**config.mk**
```make
export PLATFORM = sky130hd
export DESIGN_NAME = tl_source_tracker
export DESIGN_NICKNAME = d
export VERILOG_FILES = /design/src/rtl/tl_pkg.sv /design/src/rtl/tl_resp_fifo.sv /design/src/rtl/tl_source_tracker.sv
export SDC_FILE = /design/constraint.sdc
export NUM_CORES = 1
export LEC_CHECK = 0
export BUFFER_PORTS_ARGS = -buffer_cell sky130_fd_sc_hd__buf_2
export CAP_MARGIN = 10
export CORE_UTILIZATION = 35
export DETAILED_ROUTE_END_ITERATION = 12
export PLACE_DENSITY = 0.48
export SETUP_SLACK_MARGIN = 0.15
export SLEW_MARGIN = 0
export SYNTH_ARGS = -nofsm -noshare
export SYNTH_HDL_FRONTEND = slang
export SYNTH_SLANG_ARGS = --single-unit
```
**constraint.sdc**
```tcl
create_clock -name clk -period 23.9 [get_ports clk]
set_input_delay 3.585 -clock clk [delete_from_list [all_inputs] [get_ports clk]]
set_output_delay 3.585 -clock clk [all_outputs]
set_load 0.05 [all_outputs]
```
**src/rtl/tl_pkg.sv**
```systemverilog
// Shared opcodes, entry-state encoding and opcode helpers for the manager-side source tracker.
package tl_pkg;

  localparam int unsigned OP_W = 3;

  localparam logic [OP_W-1:0] A_PUT_FULL_DATA = 3'd0;
  localparam logic [OP_W-1:0] A_GET           = 3'd4;
  localparam logic [OP_W-1:0] A_ACQUIRE_BLOCK = 3'd6;

  localparam logic [OP_W-1:0] D_ACCESS_ACK      = 3'd0;
  localparam logic [OP_W-1:0] D_ACCESS_ACK_DATA = 3'd1;
  localparam logic [OP_W-1:0] D_GRANT_DATA      = 3'd5;

  typedef enum logic [1:0] {
    ST_IDLE     = 2'd0,
    ST_ISSUED   = 2'd1,
    ST_RESP     = 2'd2,
    ST_WAIT_ACK = 2'd3
  } entry_state_e;

  function automatic logic a_supported(input logic [OP_W-1:0] op);
    return (op == A_PUT_FULL_DATA) || (op == A_GET) || (op == A_ACQUIRE_BLOCK);
  endfunction

  // Unsupported requests are answered like a Get (with denied set by the caller).
  function automatic logic [OP_W-1:0] d_opcode_for(input logic [OP_W-1:0] op);
    logic [OP_W-1:0] d_op;
    d_op = D_ACCESS_ACK_DATA;
    if (op == A_PUT_FULL_DATA) d_op = D_ACCESS_ACK;
    if (op == A_ACQUIRE_BLOCK) d_op = D_GRANT_DATA;
    return d_op;
  endfunction

endpackage

```
**src/rtl/tl_resp_fifo.sv**
```systemverilog
// Synchronous response FIFO with valid/ready pop; DEPTH must be a power of two.
module tl_resp_fifo #(
  parameter int unsigned DEPTH = 16,
  parameter int unsigned WIDTH = 72
) (
  input  logic             clk,
  input  logic             rst,
  input  logic             push,
  input  logic [WIDTH-1:0] push_data,
  output logic             pop_valid,
  input  logic             pop_ready,
  output logic [WIDTH-1:0] pop_data
);

  localparam int unsigned AW = $clog2(DEPTH);

  logic [WIDTH-1:0] mem [DEPTH];
  logic [AW-1:0]    wr_ptr;
  logic [AW-1:0]    rd_ptr;
  logic [AW:0]      count;
  logic             full;
  logic             push_en;
  logic             pop_en;

  assign full      = (count == (AW+1)'(DEPTH));
  assign pop_valid = (count != '0);
  assign pop_data  = mem[rd_ptr];
  assign push_en   = push & ~full;
  assign pop_en    = pop_valid & pop_ready;

  always_ff @(posedge clk) begin
    if (push_en) mem[wr_ptr] <= push_data;
  end

  always_ff @(posedge clk) begin
    if (rst) begin
      wr_ptr <= '0;
      rd_ptr <= '0;
      count  <= '0;
    end else begin
      if (push_en) wr_ptr <= wr_ptr + AW'(1);
      if (pop_en)  rd_ptr <= rd_ptr + AW'(1);
      case ({push_en, pop_en})
        2'b10:   count <= count + (AW+1)'(1);
        2'b01:   count <= count - (AW+1)'(1);
        default: count <= count;
      endcase
    end
  end

  // At most one response per source can be queued, so a push into a full FIFO is a design bug.
  overflow_chk: assert property (@(posedge clk) disable iff (rst) !(push && full));

endmodule

```
**src/rtl/tl_source_tracker.sv**
```systemverilog
// Manager-side per-source transaction table: A requests to backend, completions back out on D,
// GrantData sources held until GrantAck on E.
module tl_source_tracker
  import tl_pkg::*;
#(
  parameter int unsigned SRC_W  = 4,
  parameter int unsigned ADDR_W = 32,
  parameter int unsigned DATA_W = 64
) (
  input  logic              clk,
  input  logic              rst,
  input  logic              a_valid,
  output logic              a_ready,
  input  logic [OP_W-1:0]   a_opcode,
  input  logic [SRC_W-1:0]  a_source,
  input  logic [ADDR_W-1:0] a_address,
  input  logic [DATA_W-1:0] a_data,
  output logic              mem_req_valid,
  input  logic              mem_req_ready,
  output logic [OP_W-1:0]   mem_req_opcode,
  output logic [SRC_W-1:0]  mem_req_source,
  output logic [ADDR_W-1:0] mem_req_address,
  output logic [DATA_W-1:0] mem_req_data,
  input  logic              mem_rsp_valid,
  input  logic [SRC_W-1:0]  mem_rsp_source,
  input  logic [DATA_W-1:0] mem_rsp_data,
  output logic              d_valid,
  input  logic              d_ready,
  output logic [OP_W-1:0]   d_opcode,
  output logic [SRC_W-1:0]  d_source,
  output logic [SRC_W-1:0]  d_sink,
  output logic              d_denied,
  output logic [DATA_W-1:0] d_data,
  input  logic              e_valid,
  input  logic [SRC_W-1:0]  e_sink,
  output logic [SRC_W:0]    outstanding,
  output logic              proto_err
);

  localparam int unsigned NUM_SRC = 2**SRC_W;
  localparam int unsigned RSP_W   = SRC_W + OP_W + 1 + DATA_W;

  entry_state_e    state_q [NUM_SRC];
  entry_state_e    state_d [NUM_SRC];
  logic [OP_W-1:0] dop_q   [NUM_SRC];
  logic [OP_W-1:0] dop_d   [NUM_SRC];
  logic            den_q   [NUM_SRC];
  logic            den_d   [NUM_SRC];

  logic             src_idle;
  logic             a_supp;
  logic             a_fire;
  logic             rsp_hit;
  logic             d_fire;
  logic             err_set;
  logic [SRC_W:0]   busy_cnt;
  logic [RSP_W-1:0] rsp_push_data;
  logic [RSP_W-1:0] rsp_head;
  logic [DATA_W-1:0] rsp_data;

  // A path is combinational against the registered table.
  assign src_idle        = (state_q[a_source] == ST_IDLE);
  assign a_supp          = a_supported(a_opcode);
  assign mem_req_valid   = a_valid & src_idle;
  assign a_ready         = mem_req_ready & src_idle;
  assign mem_req_opcode  = a_supp ? a_opcode : A_GET;
  assign mem_req_source  = a_source;
  assign mem_req_address = a_address;
  assign mem_req_data    = a_data;
  assign a_fire          = a_valid & a_ready;

  assign rsp_hit  = mem_rsp_valid & (state_q[mem_rsp_source] == ST_ISSUED);
  assign rsp_data = (dop_q[mem_rsp_source] == D_ACCESS_ACK) ? '0 : mem_rsp_data;
  assign rsp_push_data = {mem_rsp_source, dop_q[mem_rsp_source], den_q[mem_rsp_source], rsp_data};

  tl_resp_fifo #(
    .DEPTH (NUM_SRC),
    .WIDTH (RSP_W)
  ) u_resp_fifo (
    .clk       (clk),
    .rst       (rst),
    .push      (rsp_hit),
    .push_data (rsp_push_data),
    .pop_valid (d_valid),
    .pop_ready (d_ready),
    .pop_data  (rsp_head)
  );

  assign {d_source, d_opcode, d_denied, d_data} = rsp_head;
  assign d_sink = d_source;
  assign d_fire = d_valid & d_ready;

  // Table next state; D fire is applied after mem_rsp so it wins on a shared entry.
  always_comb begin
    state_d  = state_q;
    dop_d    = dop_q;
    den_d    = den_q;
    err_set  = 1'b0;
    busy_cnt = '0;
    if (a_fire) begin
      state_d[a_source] = ST_ISSUED;
      dop_d[a_source]   = d_opcode_for(a_opcode);
      den_d[a_source]   = ~a_supp;
      if (!a_supp) err_set = 1'b1;
    end
    if (mem_rsp_valid) begin
      if (rsp_hit) state_d[mem_rsp_source] = ST_RESP;
      else         err_set = 1'b1;
    end
    if (d_fire) begin
      state_d[d_source] = (d_opcode == D_GRANT_DATA) ? ST_WAIT_ACK : ST_IDLE;
    end
    if (e_valid) begin
      if (state_q[e_sink] == ST_WAIT_ACK) state_d[e_sink] = ST_IDLE;
      else                                err_set = 1'b1;
    end
    for (int i = 0; i < NUM_SRC; i++) begin
      busy_cnt = busy_cnt + (SRC_W+1)'(state_d[i] != ST_IDLE);
    end
  end

  always_ff @(posedge clk) begin
    if (rst) begin
      for (int i = 0; i < NUM_SRC; i++) begin
        state_q[i] <= ST_IDLE;
        dop_q[i]   <= D_ACCESS_ACK;
        den_q[i]   <= 1'b0;
      end
      outstanding <= '0;
      proto_err   <= 1'b0;
    end else begin
      state_q     <= state_d;
      dop_q       <= dop_d;
      den_q       <= den_d;
      outstanding <= busy_cnt;
      proto_err   <= proto_err | err_set;
    end
  end

endmodule

```
# --- Yosys cells after proc, flatten, opt, wreduce, memory -nomap -nowiden ---
# Memory sizes are Yosys's and may differ from the RTL's. A register that Yosys moved wholly into a read port is not among the register bits.
# Cells that the tools add are included.
word_totals:
  rom_bits: 0
  ff_bits: 115
  inputBits: 182
  latch_bits: 0
  mem_bits_rw: 1152
  mem_count: 1
op_classes:
  muxes: 53
  n_reduce_logical: 27
  add_sub_neg: 19
  shifts: 0
  n_eq_ne: 8
  multipliers: 0
  n_bitwise: 21
  n_div: 0
  order_cmp: 8
memory_table:
  columns: ["name", "depth", "word_bits", "read_ports", "rd_ports_with_merged_regs", "write_ports", "line", "rtl"]
  rows:
  - ["u_resp_fifo.mem", 16, 72, 1, 1, 1, "tl_resp_fifo.sv:17", "logic [WIDTH-1:0] mem [DEPTH];"]
op_table:
  columns: ["cell", "count"]
  rows:
  - ["$mux 32", 6]
  - ["$mux 64", 1]
  - ["$add 5x1->5", 11]
  - ["$bwmux 48", 1]
  - ["$reduce_bool 2->1", 17]
  - ["$and 16x16->16", 2]
  - ["$and 32x32->32", 1]
  - ["$bwmux 32", 1]
  - ["$demux 2 s4", 4]
  - ["$not 16->16", 2]
  - ["$not 32->32", 1]
  - ["$or 16x16->16", 2]
  - ["$bmux 2 s4", 3]
  - ["$mux 2", 11]
  - ["$ge 5x5->1 const B", 4]
  - ["$lt 5x1->1 const B", 4]
  - ["$not 4->5", 4]
  - ["$mux 3", 6]
  - ["$bwmux 16", 1]
  - ["$bmux 3 s4", 1]
  - ["$demux 3 s4", 1]
  - ["$mux 1", 12]
  - ["$pmux 5 s2", 1]
  - ["$eq 3x3->1 const B", 3]
  - ["other kinds (21)", 36]

# --- Longest topological paths before layout ---
logic_depth:
  depth_word: 32
  ltp_mapped: 24

# --- Modules after synthesis ---
# A second synthesis with hierarchy kept.
unflattened:
  hier_cells: 2476
  hier_area_um2: 50763.7
modules_own_cells:
  columns: ["mod", "seq_area_each_um2", "cells_per_inst", "area_each_um2", "instances"]
  rows:
  - ["tl_resp_fifo", 34933.5, 1713, 44117.3, 1]
  - ["tl_source_tracker", 1721.7, 763, 6646.4, 1]

# --- Worst setup path after synthesis ---
# Ideal clock, no wire load.
synth_path:
  kind: "input to register"
  start: "input port mem_rsp_source[0]"
  end: "memory u_resp_fifo.mem[0][0] (enable)"
  slack_ns: 12.943
  cell_stages: 8
  setup_ns: 0.587
  n_path_buf: 3
  t_arrival_ns: 10.369
  path_cell_list: "buf_2 > buf_2 > a311oi_1 > a2111oi_1 > o41a_1 > buf_2 > nand2_1 > nor3_1"
synth_via:
  elab_chain_len: 9
synth_lines:
  columns: ["element", "line", "rtl"]
  rows:
  - ["start: declaration", "tl_source_tracker.sv:25", "input logic [SRC_W-1:0] mem_rsp_source,"]
  - ["$not 4->5 (implied by the code)", "tl_source_tracker.sv:72", "assign rsp_hit = mem_rsp_valid & (state_q[mem_rsp_source] == ST_ISSUED);"]
  - ["$bmux 2 s4", "tl_source_tracker.sv:72", null]
  - ["$mux 2 (implied by the code) (2 in a row)", "tl_source_tracker.sv:72", null]
  - ["$eq 2x1->1", "tl_source_tracker.sv:72", null]
  - ["$and 1x1->1", "tl_source_tracker.sv:72", null]
  - ["$and 1x1->1", "tl_resp_fifo.sv:28", "assign push_en = push & ~full;"]
  - ["$mux 1", "tl_resp_fifo.sv:32", "if (push_en) mem[wr_ptr] <= push_data;"]
  - ["$mux 1 (implied by the code)", "tl_resp_fifo.sv:32", null]
  - ["end: declaration", "tl_resp_fifo.sv:17", null]
# No other way between the ends. The select of a mux whose other input is x is not followed.

# --- Final worst setup path ---
layout_path:
  start: "input port a_source[1]"
  end: "output port a_ready"
layout_via:
  elab_chain_len: 6
layout_lines:
  columns: ["element", "line", "rtl"]
  rows:
  - ["start: declaration", "tl_source_tracker.sv:15", "input logic [SRC_W-1:0] a_source,"]
  - ["$not 4->5 (implied by the code)", "tl_source_tracker.sv:62", "assign src_idle = (state_q[a_source] == ST_IDLE);"]
  - ["$bmux 2 s4", "tl_source_tracker.sv:62", null]
  - ["$mux 2 (implied by the code) (2 in a row)", "tl_source_tracker.sv:62", null]
  - ["$logic_not 2->1", "tl_source_tracker.sv:62", null]
  - ["$and 1x1->1", "tl_source_tracker.sv:65", "assign a_ready = mem_req_ready & src_idle;"]
  - ["end: declaration", "tl_source_tracker.sv:13", "output logic a_ready,"]
# No other way between the ends. The select of a mux whose other input is x is not followed.

==> impl_metrics.toml <==
[cells_and_area]
final_cell_mix = "edfxtp_1 (1136), mux4_2 (364), buf_2 (175)"
final_common_cell = "edfxtp_1"
fill_cells = 12716
syn2layout_area_growth_pct = 13.7
drive_above_1_share_pct = 30.4
n_antenna_cell = 0
fin_nets = 2837

[clock_tree]
cts_root_buf = "clkbuf_16"
clkLatencyLatePin_ns = 0.77
clock_sinks = 1239
cts.path.max_buffers = 3
cts_resized = 0
clk_pin_slew_worst_paths_ns = 0.05
tritoncts = "done"
cts_buffers = 142
hold_buffers = 0
htree_levels = 4
postCtsSetupRepairBufs = 0

[logic_synthesis]
synth_simple_gate_area_share_pct = 3.73
synth-xor-area-share_pct = 0.157
async_flop_share_pct = 0
yosysWarnings = 0
yosysTopAreaCell = "edfxtp_1"
synth.distinct_cells = 78
yosysTopAreaCellShare_pct = 68.0
synth_top_family_by_area = "multiplexers"
synth_compound_area_share_pct = 2.35
syn_inst = 2498
synthMuxAreaShare_pct = 17.7
synthFlopType = "edfxtp_1"
avgSynthCellArea_um2 = 20.1
yosysSeqAreaShare_pct = 72.1
synth_edf_count = 1136
synth-seq-cells = 1239
synth_area_um2 = 50200
synth_adder_area_share_pct = 0.788
synthTopCellsByArea = "edfxtp_1 (68%), mux4_2 (16%), dfxtp_1 (4.1%)"

[worst_setup_path]
rr_worst_depth = 19
crit_path_cell_trace = "buf_2, nor3_1, a211oi_1, a211o_1, a32oi_1, and2_1, buf_2"
crit_required_ns = 20.32
worstSetupStartpointType = "input pin"
rr_endpoint = "outstanding[4]"
crit_fanout = 24
rrSetupSlack_ns = 16.72
path_delay_family = "compound AO/OA/AOI/OAI gates"
critPathCaptureType = "output port"
crit_slowest_cell = "nor3_1"
cp_common_cell = "buf_2"
critical_path_buf_inv_count = 2
crit_path_max_incr_delay_ns = 0.33
critPathKind = "input pin to output port"
arrival_ns = 5.28

[flow_run]
maxCapViolCount = 0

[pwr]
peakVddDrop_mv = 0.0474
p_per_area_nw_per_um2 = 87.2
leakagePower_nw = 19.0
finalPower_mw = 4.97

[timing]
fin_skew_ns = 0.0281
setup_tns_ns = 0
rsz0062_at_grt = "false"
tightest_slew_ns = 1.20
period_share_pct = 37.1
hold_violations = 0
period_needed_ns = 8.86
setup_viol = 0
relSlewSlack_pct = 20.1
fmaxAchievable_mhz = 113
slew_viol_final = 0

[outcome]
status = "finished, final reports clean"

[hold_path]
holdPathStages = 2
hp-start = "dop_q[39]"
hp-class = "flip-flop to flip-flop"
hold_path_end = "dop_q[39]"

[detailed_routing]
drc = 0
drt-total-wl_um = 126000
drt_iter0_drc = 2036
drt_pass1_iterations = 5
detail_route.wl_per_cell_um = 27.3
ant_nets = 0
viasPerCell = 5.30
vias = 24549

[global_route]
grt-ovfl-total = 0
grt_pass1_vias = 26207
grt_busiest_layer = "met2"
use_met3_pct = 3.38
antenna_found_initial = 5
grt_max_degree = 153
use_met2_pct = 28.5
met1_usage_pct = 23.8
grt_pass1_wl_um = 184000
grt.total_usage_pct = 17.5

[die]
die_width_um = 381
die_h_um = 381
io-pin-count = 370
die-area_um2 = 145000
core.rowCount = 138
initial_core_util_pct = 35.3
core_um2 = 142000

[place]
gp_congestion = 0.839
io_buffers = 175
hpwl_um = 67900
Yosys cell counts (all sizes together), types with 21 or more instances:
master	number
nor2b	79
inv	50
mux4	365
nor2	99
nor3	21
edfxtp	1136
nand2	37
buf	156
clkbuf	87
a21oi	28
a211oi	21
dfxtp	103
mux2i	61
state kept, by name, indices dropped and copies added, names as in the netlist, named ones only:
| signal | cells |
|---|---|
| u_resp_fifo.mem | 1136 |
| dop_q | 32 |
| state_q | 32 |
| den_q | 16 |
| outstanding | 5 |
| u_resp_fifo.count | 5 |
| u_resp_fifo.rd_ptr | 4 |
| u_resp_fifo.wr_ptr | 4 |
| proto_err | 1 |
worst reg2reg max path, delay by kind of cell (launching register included):
kind / cells / cell delay [ns]
and+or+nand+nor: 3 / 1.06
muxes: 1 / 0.62
DFF: 1 / 0.92
adders and majority gates: 6 / 2.66
AOI/OAI and AO/OA: 3 / 0.78
buffers and inverters: 6 / 1.08
per-stage QoR:
step / util [%] / hold WS [ns] / instance area, µm² / setup slack, ns / std cells
global placement: 37.1 / 0.469 / 52600 / 14.48 / 4375
CTS: 40.2 / 0.499 / 57000 / 15.06 / 4628
finish: 40.2 / 0.493 / 57000 / 15.04 / 4629
floorplan: - / 0.455 / 50200 / 12.94 / 2499
detailed placement: 37.1 / 0.485 / 52600 / 14.32 / 4375
global route: 40.2 / 0.525 / 57000 / 14.79 / 4629
kinds of logic (layout without fill, tap and decap cells):
| logic type | after synthesis | count (layout) |
|---|---|---|
| compound gates | 154 | 154 |
| xor+xnor | 9 | 9 |
| fa+ha+maj | 25 | 25 |
| buf+inv | 295 | 535 |
| flops | 1239 | 1239 |
| mux | 431 | 431 |
| other cells | 1 | 2 |
| simple gates | 344 | 344 |
power breakdown:
part           switching, mW  total, mW  internal (mW)
Combinational          0.338      0.543          0.206
Clock                  0.883       2.06           1.17
Sequential            0.0179       2.38           2.36
Total                   1.24       4.97           3.74
cell type report:
class                           instances  area, µm²  area share [%]
Timing Repair Buffer                  230       1330            2.33
Multi-Input combinational cell        965      12500            22.0
Tap cell                             1890       2360            4.15
Inverter                               52        200           0.351
Clock buffer                          184       3740            6.56
Clock inverter                         69        664            1.17
Sequential cell                      1239      36200            63.5
worst max-delay path by stage:
stage	from	end	cells past startpoint
6_report	a_source[1]	a_ready	7
5_1_grt	mem_rsp_source[1]	outstanding[4]	19
4_1_cts	a_source[1]	a_ready	7
3_5_place_dp	mem_rsp_source[1]	outstanding[4]	19
3_3_place_gp	mem_rsp_source[1]	outstanding[4]	19
2_1_floorplan	mem_rsp_source[0]	u_resp_fifo.mem[0][0]	8
per-layer routing:
metal,up-vias,share of wire (%)
met1,13261,44
met2,682,49
li1,10419,-
met5,-,0
met3,187,4.9
met4,0,2.1
(Power assumes the default switching activity.)
